`config.mk`:
```
export PLATFORM = sky130hd
export DESIGN_NAME = vector_sweeper_flat
export DESIGN_NICKNAME = d
export VERILOG_FILES = /design/src/rtl/vector_sweeper_pkg.sv /design/src/rtl/vector_sweeper_if.sv /design/src/rtl/vector_sweeper_hold_counter.sv /design/src/rtl/vector_sweeper.sv /design/src/flat_wrapper.sv
export SDC_FILE = /design/constraint.sdc
export NUM_CORES = 1
export LEC_CHECK = 0
export BUFFER_PORTS_ARGS = -buffer_cell sky130_fd_sc_hd__buf_2
export CAP_MARGIN = 20
export CORE_ASPECT_RATIO = 0.9
export CORE_MARGIN = 5
export CORE_UTILIZATION = 45
export DETAILED_ROUTE_END_ITERATION = 10
export PLACE_DENSITY = 0.72
export SYNTH_ARGS = -nofsm -noshare
export SYNTH_HDL_FRONTEND = slang
export SYNTH_SLANG_ARGS = --single-unit
```
`constraint.sdc`:
```
create_clock -name clk -period 2.88 [get_ports clk]
set_input_delay 0.432 -clock clk [delete_from_list [all_inputs] [get_ports clk]]
set_output_delay 0.432 -clock clk [all_outputs]
set_load 0.03 [all_outputs]
```
`src/rtl/vector_sweeper_pkg.sv`:
```
// Shared types and sizing helpers for the exhaustive vector sweeper.
package sweep_pkg;

    // Sweep controller states.
    typedef enum logic [1:0] {
        ST_IDLE  = 2'd0,
        ST_DRIVE = 2'd1,
        ST_DONE  = 2'd2
    } state_t;

    // Number of input combinations walked for an n-input circuit.
    function automatic int nvec(input int n);
        return 1 << n;
    endfunction

    // Error counter width: one bit wider than the input count, so the
    // count can reach nvec(n) without wrapping.
    function automatic int cnt_w(input int n);
        return n + 1;
    endfunction

endpackage

```
`src/rtl/vector_sweeper_if.sv`:
```
// Stimulus / result bundle between the sweeper, the circuit under test and
// whoever launches the sweep. The sweeper connects through the slave modport.
interface vector_sweeper_if #(
    parameter int N_IN  = 3,
    parameter int N_OUT = 2
);
    logic               start;
    logic               halt_on_fail;
    logic [N_OUT-1:0]   cmp_mask;
    logic [N_IN-1:0]    dut_in;
    logic [N_OUT-1:0]   dut_out;
    logic [N_OUT-1:0]   exp_out;
    logic               busy;
    logic               done;
    logic               pass;
    logic [N_IN:0]      err_count;
    logic [N_IN-1:0]    first_fail_vec;
    logic               first_fail_valid;

    modport slave (
        input  start, halt_on_fail, cmp_mask, dut_out, exp_out,
        output dut_in, busy, done, pass, err_count, first_fail_vec, first_fail_valid
    );

    modport master (
        output start, halt_on_fail, cmp_mask, dut_out, exp_out,
        input  dut_in, busy, done, pass, err_count, first_fail_vec, first_fail_valid
    );
endinterface

```
`src/rtl/vector_sweeper_hold_counter.sv`:
```
// Mod-HOLD_CYC counter; last marks the final hold cycle of a vector, which is
// the cycle on which the circuit outputs are sampled.
module hold_counter #(
    parameter int HOLD_CYC = 10
) (
    input  logic clk,
    input  logic rst,
    input  logic clr,
    input  logic en,
    output logic last
);
    localparam int W = (HOLD_CYC > 2) ? $clog2(HOLD_CYC) : 1;
    localparam logic [W-1:0] CNT_LAST = W'(HOLD_CYC - 1);

    logic [W-1:0] cnt_q;
    logic [W-1:0] cnt_d;

    // Next count: clear wins, otherwise wrap after the last hold cycle.
    always_comb begin
        cnt_d = cnt_q;
        if (clr) begin
            cnt_d = '0;
        end else if (en) begin
            cnt_d = (cnt_q == CNT_LAST) ? '0 : cnt_q + 1'b1;
        end
    end

    // Count register.
    always_ff @(posedge clk) begin
        if (rst) begin
            cnt_q <= '0;
        end else begin
            cnt_q <= cnt_d;
        end
    end

    assign last = (cnt_q == CNT_LAST);

endmodule

```
`src/rtl/vector_sweeper.sv`:
```
// Exhaustive stimulus engine: drives every input combination for HOLD_CYC
// clocks, compares the circuit outputs against the expected value on the last
// hold cycle under a mask, and reports error count, first failure and pass.
module vector_sweeper
    import sweep_pkg::*;
#(
    parameter int N_IN     = 3,
    parameter int N_OUT    = 2,
    parameter int HOLD_CYC = 10
) (
    input  logic            clk,
    input  logic            rst,
    vector_sweeper_if.slave sw
);
    localparam int CW = cnt_w(N_IN);
    localparam logic [N_IN-1:0] LAST_VEC = N_IN'(nvec(N_IN) - 1);

    state_t             state_q, state_d;
    logic [N_IN-1:0]    dut_in_q, dut_in_d;
    logic               busy_q, busy_d;
    logic               done_q, done_d;
    logic               pass_q, pass_d;
    logic [CW-1:0]      err_q, err_d;
    logic [N_IN-1:0]    ff_vec_q, ff_vec_d;
    logic               ff_valid_q, ff_valid_d;
    logic [N_OUT-1:0]   mask_q, mask_d;
    logic               halt_q, halt_d;
    // High for the single cycle between the start edge and the first hold
    // cycle of vector 0, so every vector gets exactly HOLD_CYC driven cycles
    // measured from the edge after start is taken.
    logic               launch_q, launch_d;

    logic               hold_clr;
    logic               hold_en;
    logic               hold_last;
    logic [N_OUT-1:0]   miss_bits;
    logic               mismatch;

    hold_counter #(
        .HOLD_CYC (HOLD_CYC)
    ) u_hold (
        .clk  (clk),
        .rst  (rst),
        .clr  (hold_clr),
        .en   (hold_en),
        .last (hold_last)
    );

    // Per-output compare under the mask latched at start.
    genvar gi;
    generate
        for (gi = 0; gi < N_OUT; gi++) begin : g_cmp
            assign miss_bits[gi] = (sw.dut_out[gi] ^ sw.exp_out[gi]) & mask_q[gi];
        end
    endgenerate

    assign mismatch = |miss_bits;

    // Next-state and result update for the sweep controller.
    always_comb begin
        state_d    = state_q;
        dut_in_d   = dut_in_q;
        busy_d     = busy_q;
        done_d     = done_q;
        pass_d     = pass_q;
        err_d      = err_q;
        ff_vec_d   = ff_vec_q;
        ff_valid_d = ff_valid_q;
        mask_d     = mask_q;
        halt_d     = halt_q;
        launch_d   = 1'b0;
        hold_clr   = 1'b0;
        hold_en    = 1'b0;

        unique case (state_q)
            ST_IDLE, ST_DONE: begin
                if (sw.start) begin
                    state_d    = ST_DRIVE;
                    dut_in_d   = '0;
                    busy_d     = 1'b1;
                    done_d     = 1'b0;
                    pass_d     = 1'b0;
                    err_d      = '0;
                    ff_vec_d   = '0;
                    ff_valid_d = 1'b0;
                    mask_d     = sw.cmp_mask;
                    halt_d     = sw.halt_on_fail;
                    launch_d   = 1'b1;
                    hold_clr   = 1'b1;
                end
            end

            ST_DRIVE: begin
                if (launch_q) begin
                    hold_clr = 1'b1;
                end else begin
                    hold_en = 1'b1;
                    if (hold_last) begin
                        if (mismatch) begin
                            err_d = err_q + 1'b1;
                            if (!ff_valid_q) begin
                                ff_vec_d   = dut_in_q;
                                ff_valid_d = 1'b1;
                            end
                        end
                        if ((dut_in_q == LAST_VEC) || (mismatch && halt_q)) begin
                            state_d = ST_DONE;
                            busy_d  = 1'b0;
                            done_d  = 1'b1;
                            pass_d  = (err_d == '0);
                        end else begin
                            dut_in_d = dut_in_q + 1'b1;
                        end
                    end
                end
            end

            default: begin
                state_d = ST_IDLE;
            end
        endcase
    end

    // Controller and result registers; reset discards any partial sweep.
    always_ff @(posedge clk) begin
        if (rst) begin
            state_q    <= ST_IDLE;
            dut_in_q   <= '0;
            busy_q     <= 1'b0;
            done_q     <= 1'b0;
            pass_q     <= 1'b0;
            err_q      <= '0;
            ff_vec_q   <= '0;
            ff_valid_q <= 1'b0;
            mask_q     <= '0;
            halt_q     <= 1'b0;
            launch_q   <= 1'b0;
        end else begin
            state_q    <= state_d;
            dut_in_q   <= dut_in_d;
            busy_q     <= busy_d;
            done_q     <= done_d;
            pass_q     <= pass_d;
            err_q      <= err_d;
            ff_vec_q   <= ff_vec_d;
            ff_valid_q <= ff_valid_d;
            mask_q     <= mask_d;
            halt_q     <= halt_d;
            launch_q   <= launch_d;
        end
    end

    assign sw.dut_in           = dut_in_q;
    assign sw.busy             = busy_q;
    assign sw.done             = done_q;
    assign sw.pass             = pass_q;
    assign sw.err_count        = err_q;
    assign sw.first_fail_vec   = ff_vec_q;
    assign sw.first_fail_valid = ff_valid_q;

endmodule

```
`src/flat_wrapper.sv`:
```
// flat-port wrapper written by rule: the top's interface ports become plain ports
module vector_sweeper_flat import sweep_pkg::*;
#(
    parameter int N_IN     = 3,
    parameter int N_OUT    = 2,
    parameter int HOLD_CYC = 10
)
  (clk, rst, sw_start, sw_halt_on_fail, sw_cmp_mask, sw_dut_out, sw_exp_out, sw_dut_in, sw_busy, sw_done, sw_pass, sw_err_count, sw_first_fail_vec, sw_first_fail_valid);
  vector_sweeper_if #(.N_IN(N_IN), .N_OUT(N_OUT)) sw_i ();
  input  logic clk;
  input  logic rst;
  input wire logic [$bits(sw_i.start)-1:0] sw_start;
  input wire logic [$bits(sw_i.halt_on_fail)-1:0] sw_halt_on_fail;
  input wire logic [$bits(sw_i.cmp_mask)-1:0] sw_cmp_mask;
  input wire logic [$bits(sw_i.dut_out)-1:0] sw_dut_out;
  input wire logic [$bits(sw_i.exp_out)-1:0] sw_exp_out;
  output wire logic [$bits(sw_i.dut_in)-1:0] sw_dut_in;
  output wire logic [$bits(sw_i.busy)-1:0] sw_busy;
  output wire logic [$bits(sw_i.done)-1:0] sw_done;
  output wire logic [$bits(sw_i.pass)-1:0] sw_pass;
  output wire logic [$bits(sw_i.err_count)-1:0] sw_err_count;
  output wire logic [$bits(sw_i.first_fail_vec)-1:0] sw_first_fail_vec;
  output wire logic [$bits(sw_i.first_fail_valid)-1:0] sw_first_fail_valid;
  assign sw_i.start = sw_start;
  assign sw_i.halt_on_fail = sw_halt_on_fail;
  assign sw_i.cmp_mask = sw_cmp_mask;
  assign sw_i.dut_out = sw_dut_out;
  assign sw_i.exp_out = sw_exp_out;
  assign sw_dut_in = sw_i.dut_in;
  assign sw_busy = sw_i.busy;
  assign sw_done = sw_i.done;
  assign sw_pass = sw_i.pass;
  assign sw_err_count = sw_i.err_count;
  assign sw_first_fail_vec = sw_i.first_fail_vec;
  assign sw_first_fail_valid = sw_i.first_fail_valid;
  vector_sweeper #(.N_IN(N_IN), .N_OUT(N_OUT), .HOLD_CYC(HOLD_CYC)) u_core (.clk(clk), .rst(rst), .sw(sw_i));
endmodule
```
Word-level counts from Yosys, hierarchy flattened
Cells that the tools add are included.
{"block": "totals", "reg_bits": 24, "input_bits": 10, "out_inout_bits": 14, "elab_cells": 94}
{"block": "op_classes", "add_sub_neg": 3, "n_eq_ne": 11, "mux": 47, "bitwise": 5, "reduce_logical": 16}
{"op": "4-bit two-way mux", "n": 8}
{"op": "3-bit two-way mux", "n": 8}
{"op": "1-bit two-way mux", "n": 18}
{"op": "5-bit AND reduction", "n": 3}
{"op": "3-bit case mux with 2 select lines", "n": 2}
{"op": "1-bit case mux with 2 select lines", "n": 5}
{"op": "4-bit by 1-bit adder with 4-bit output, second input constant", "n": 2}
{"op": "2-bit two-way mux", "n": 4}
{"op": "2-bit inequality test, second input constant", "n": 4}
{"op": "4-bit case mux with 2 select lines", "n": 1}
{"op": "4-bit AND reduction", "n": 2}
{"op": "2-bit OR reduction", "n": 4}
{"op": "2-bit by 1-bit inequality test with 1-bit output, second input constant", "n": 3}
{"op": "6-bit AND reduction", "n": 1}
{"op": "4-bit == test, second input constant", "n": 1}
{"op": "4-bit logical NOT", "n": 1}
{"op": "2-bit case mux with 2 select lines", "n": 1}
{"op": "3-bit by 1-bit adder with 3-bit output, second input constant", "n": 1}
{"op": "3-bit == test, second input constant", "n": 1}
{"op": "1-bit AND", "n": 2}
{"op": "2-bit by 1-bit == test with 1-bit output, second input constant", "n": 1}
{"op": "2-bit == test, second input constant", "n": 1}
{"op": "2-bit logical NOT", "n": 1}
{"op": "2-bit AND reduction", "n": 1}
{"op": "5 further kinds", "n": 6}

Depth between registers and ports, before layout
{"block": "depth", "word_depth": 12, "mapped_depth": 7, "depth_no_buf": 6}

Cells and area by module
Synthesis repeated with hierarchy kept, for this count alone.
{"block": "hier_totals", "hier_cells": 137, "hier_area_um2": 1172.4}
{"mod": "vector_sweeper", "n_inst": 1, "cells_per_inst": 116, "area_per_inst_um2": 973.4, "seq_area_each_um2": 400.4}
{"mod": "hold_counter", "n_inst": 1, "cells_per_inst": 21, "area_per_inst_um2": 198.9, "seq_area_each_um2": 80.1}

Least setup slack after synthesis
No wires, ideal clock.
{"block": "synth_path", "path_type": "register to register", "start": "register u_core.dut_in_q[0] (netlist: u_core.sw.dut_in[0])", "end": "register u_core.pass_q (netlist: u_core.sw.pass)", "setup_ns": 0.092, "t_arrival_ns": 1.643, "required_ns": 2.788, "path_slack_ns": 1.145, "stages_incl_launch_ff": 6, "path_buffers": 0, "period_less_slack_ns": 1.735, "path_cell_list": "dfxtp_1 > ha_1 > ha_1 > a21oi_2 > or4_1 > o32ai_1"}
{"block": "synth_between", "elab_chain_len": 4}
{"element": "from (decl)", "line": "vector_sweeper.sv:19", "rtl": "logic [N_IN-1:0] dut_in_q, dut_in_d;"}
{"element": "from (signal assigned)", "line": "vector_sweeper.sv:140", "rtl": "dut_in_q <= dut_in_d;"}
{"element": "3-bit == test", "line": "vector_sweeper.sv:106", "rtl": "if ((dut_in_q == LAST_VEC) || (mismatch && halt_q)) begin"}
{"element": "1-bit logical OR", "line": "vector_sweeper.sv:106"}
{"element": "2-bit by 1-bit inequality test with 1-bit output (no source line)"}
{"element": "5-bit AND reduction (no source line)"}
{"element": "to (signal assigned)", "line": "vector_sweeper.sv:143", "rtl": "pass_q <= pass_d;"}
{"element": "to (decl)", "line": "vector_sweeper.sv:22", "rtl": "logic pass_q, pass_d;"}
No other way between the ends.
A chain may end at the register's enable or synchronous reset.

Worst setup path in the final report
{"block": "layout_path", "start": "register u_core.state_q[1]", "end": "register u_core.dut_in_q[0] (netlist: u_core.sw.dut_in[0])"}
{"block": "layout_between", "elab_chain_len": 4}
{"element": "from (decl)", "line": "vector_sweeper.sv:18", "rtl": "state_t state_q, state_d;"}
{"element": "from (signal assigned)", "line": "vector_sweeper.sv:139", "rtl": "state_q <= state_d;"}
{"element": "2-bit == test or 2-bit logical NOT (tied branches)", "line": "vector_sweeper.sv:75", "rtl": "unique case (state_q)"}
{"element": "2-bit OR reduction", "line": "vector_sweeper.sv:75"}
{"element": "2-bit inequality test (no source line) or 2-bit nonzero test (tied branches)"}
{"element": "5-bit AND reduction (no source line)"}
Several ways; a longest one is shown, not always the timed one.

==> results.cfg <==
[die]
die_area_mm2 = 0.00374
core-area_mm2 = 0.00249
die_h_um = 58.5
die_w_um = 63.9
num_rows = 17
initial_core_util_pct = 47.3
ios = 24

[run]
drv_cap = 0

[detailed_routing]
routed_wirelength_um = 2640
vias = 1080
drcViolationCount = 0
post_drt_wl_per_cell_um = 13.7
drt_iter0_markers = 52
postRouteAntennaNets = 0
viasPerCell = 5.63
first_pass_iters = 4

[cts]
postCtsSetupBuffers = 0
clockRootBuffer = clkbuf_4
ctsLongestPathBuffers = 2
h-tree-depth = 1
clock_sink_count = 24
hold_buffers = 0
clkTransAtPathRegs_ns = 0.13
cts_made_buffers = 3
insertion_delay_ns = 0.31
cts_tree = built
ctsResizeCount = 0

[logic_synthesis]
postSynthCellCount = 144
synth_area_mm2 = 0.00118
yosysTopAreaCellShare_pct = 40.8
yosysWarnings = 0
synth_area_leaders = dfxtp_1, a21oi_1, nor2_1
synth_ff_type = dfxtp_1
synth-edff-count = 0
ys_seq_area_share_pct = 40.8
synth.avg_cell_area_um2 = 8.18
synth_nets = 157
synthArstFlopShare_pct = 0
synth_cell_types = 33
ys_seq_elements = 24
synth_top_area_cell = dfxtp_1

[timing]
final_max_slew_viol_count = 0
min_period_ns = 1.98
setup_viol = 0
maxSlewHeadroom_pct = 64.7
final-hold-violation-count = 0
layout_worst_path_cycle_share_pct = 68.7
layout_setup_ws_ns = 0.902
max_freq_mhz = 506
tns_ns = 0
rsz0062_at_grt = no
tightest_slew_ns = 0.529
fin_skew_ns = 0.00973

[setup_path]
cp-start-kind = register
path_class = register to register
worstPathArrival_ns = 2.23
endpoint_kind = register
crit_fanout = 8
r2r_end = u_core.sw.dut_in[0]$_SDFFE_PP0P_
r2r_slack_ns = 0.90
r2r-start = u_core.state_q[1]$_SDFFE_PP0P_
r2r_cells = 5
critPathRequiredTime_ns = 3.14

[placement]
port-buffer-count = 23
placed_cell_area_mm2 = 0.00130
placed_cells = 188
dp_hpwl_um = 2010
pre_cts_slack_ns = 0.934
gp_congestion = 0.785

[layout]
finish.instance_area_mm2 = 0.00133
stdcell_count = 192
final_common_cell = dfxtp_1
drive_gt1_share_pct = 18.9
antenna_cells = 0
final_nets = 178
final_cell_mix = dfxtp_1, buf_2, nor2_1, a21oi_1, o21ai_0
fin_util_pct = 53.6
area_growth_pct = 13.3
fill_cells = 247

[worst_hold_path]
hold_path.class = primary input to register
hp-start = sw_cmp_mask[0]
holdPathStages = 3
whs_endpoint = u_core.mask_q[0]$_SDFFE_PP0N_

[global_routing]
grt_pass1_vias = 1052
antenna_found_initial = 0
track_usage_pct = 15.0
grt_pass1_wl_um = 4620
grt_overflow = 0
grt_max_degree = 23

[pwr]
vdd_drop_max_mv = 0.351
p_leak_nw = 0.514
p_per_area_mw_per_mm2 = 440

[run_status]
status = finished clean
## metrics by stage
stage	hold WS, ns	power [mW]
after floorplan	0.450	0.402
after global placement	0.451	0.418
after detailed placement	0.456	0.421
after CTS	0.337	0.598
after global routing	0.339	0.621
final	0.352	0.587
## sequential cells by signal, indices dropped and copies added, names as in the netlist
name,count
u_core.sw.done,1
u_core.halt_q,1
u_core.sw.err_count,4
u_core.state_q,2
u_core.u_hold.cnt_q,4
u_core.sw.pass,1
u_core.sw.busy,1
u_core.sw.first_fail_vec,3
u_core.sw.first_fail_valid,1
u_core.sw.dut_in,3
u_core.mask_q,2
u_core.launch_q,1
## critical path, cell delays in order (launching register included)
cell and delay (ns):
dfxtp_1 0.36, nand4bb_1 0.43, o31ai_4 0.44, o211ai_1 0.23
or3_1 0.35, a21oi_1 0.11
## kinds of logic after synthesis
| group | Yosys count | synth area share, % |
|---|---|---|
| adders and majority gates | 3 | 3.19 |
| DFF | 24 | 40.8 |
| and+or+nand+nor | 57 | 25.1 |
| muxes | 2 | 1.70 |
| buffers and inverters | 13 | 4.46 |
| xor gates and xnor gates | 3 | 2.23 |
| AOI/OAI and AO/OA | 42 | 22.5 |
## synth_stat cells (all sizes together) (4+ instances only)
cell   instances
dfxtp         24
a21oi         18
nor2          17
o21ai         11
nand2         10
nor3           8
inv            6
buf            4
nand3          4
## area by class of cell
| cell class | instances | area (um2) | area share (%) |
|---|---|---|---|
| clock buffers | 4 | 36.3 | 2.72 |
| inverters | 6 | 22.5 | 1.69 |
| multi-input cells | 107 | 644 | 48.3 |
| well taps | 28 | 35.0 | 2.63 |
| flip-flops and latches | 24 | 480 | 36.0 |
| repair buffers | 23 | 115 | 8.63 |
## per-layer routing
metal / vias up / global-route usage, % / routed length, um
li1: 552 / - / -
met5: - / 0 / 0
met2: 22 / 27.4 / 1330
met4: 0 / 1.78 / 17
met1: 504 / 17.8 / 1150
met3: 2 / 4.39 / 144
## power breakdown
group	internal [mW]	switching, mW	total [mW]
clock network	0.0772	0.0972	0.174
registers	0.339	0.00633	0.346
logic	0.0238	0.0434	0.0672
## worst max path at each step
stage,cells after the start,startpoint,end,slack [ns]
after floorplan,5,u_core.sw.dut_in[0]$_SDFFE_PP0P_,u_core.sw.pass$_SDFFE_PP0P_,1.15
after global placement,6,sw_exp_out[1],u_core.sw.pass$_SDFFE_PP0P_,0.98
after detailed placement,5,u_core.state_q[0]$_SDFFE_PP0P_,u_core.sw.dut_in[0]$_SDFFE_PP0P_,0.93
after CTS,5,u_core.state_q[1]$_SDFFE_PP0P_,u_core.sw.dut_in[0]$_SDFFE_PP0P_,0.90
after global routing,5,u_core.state_q[1]$_SDFFE_PP0P_,u_core.sw.dut_in[0]$_SDFFE_PP0P_,0.74
final,5,u_core.state_q[1]$_SDFFE_PP0P_,u_core.sw.dut_in[0]$_SDFFE_PP0P_,0.90
No activity file was read; power rests on OpenSTA's default activity.
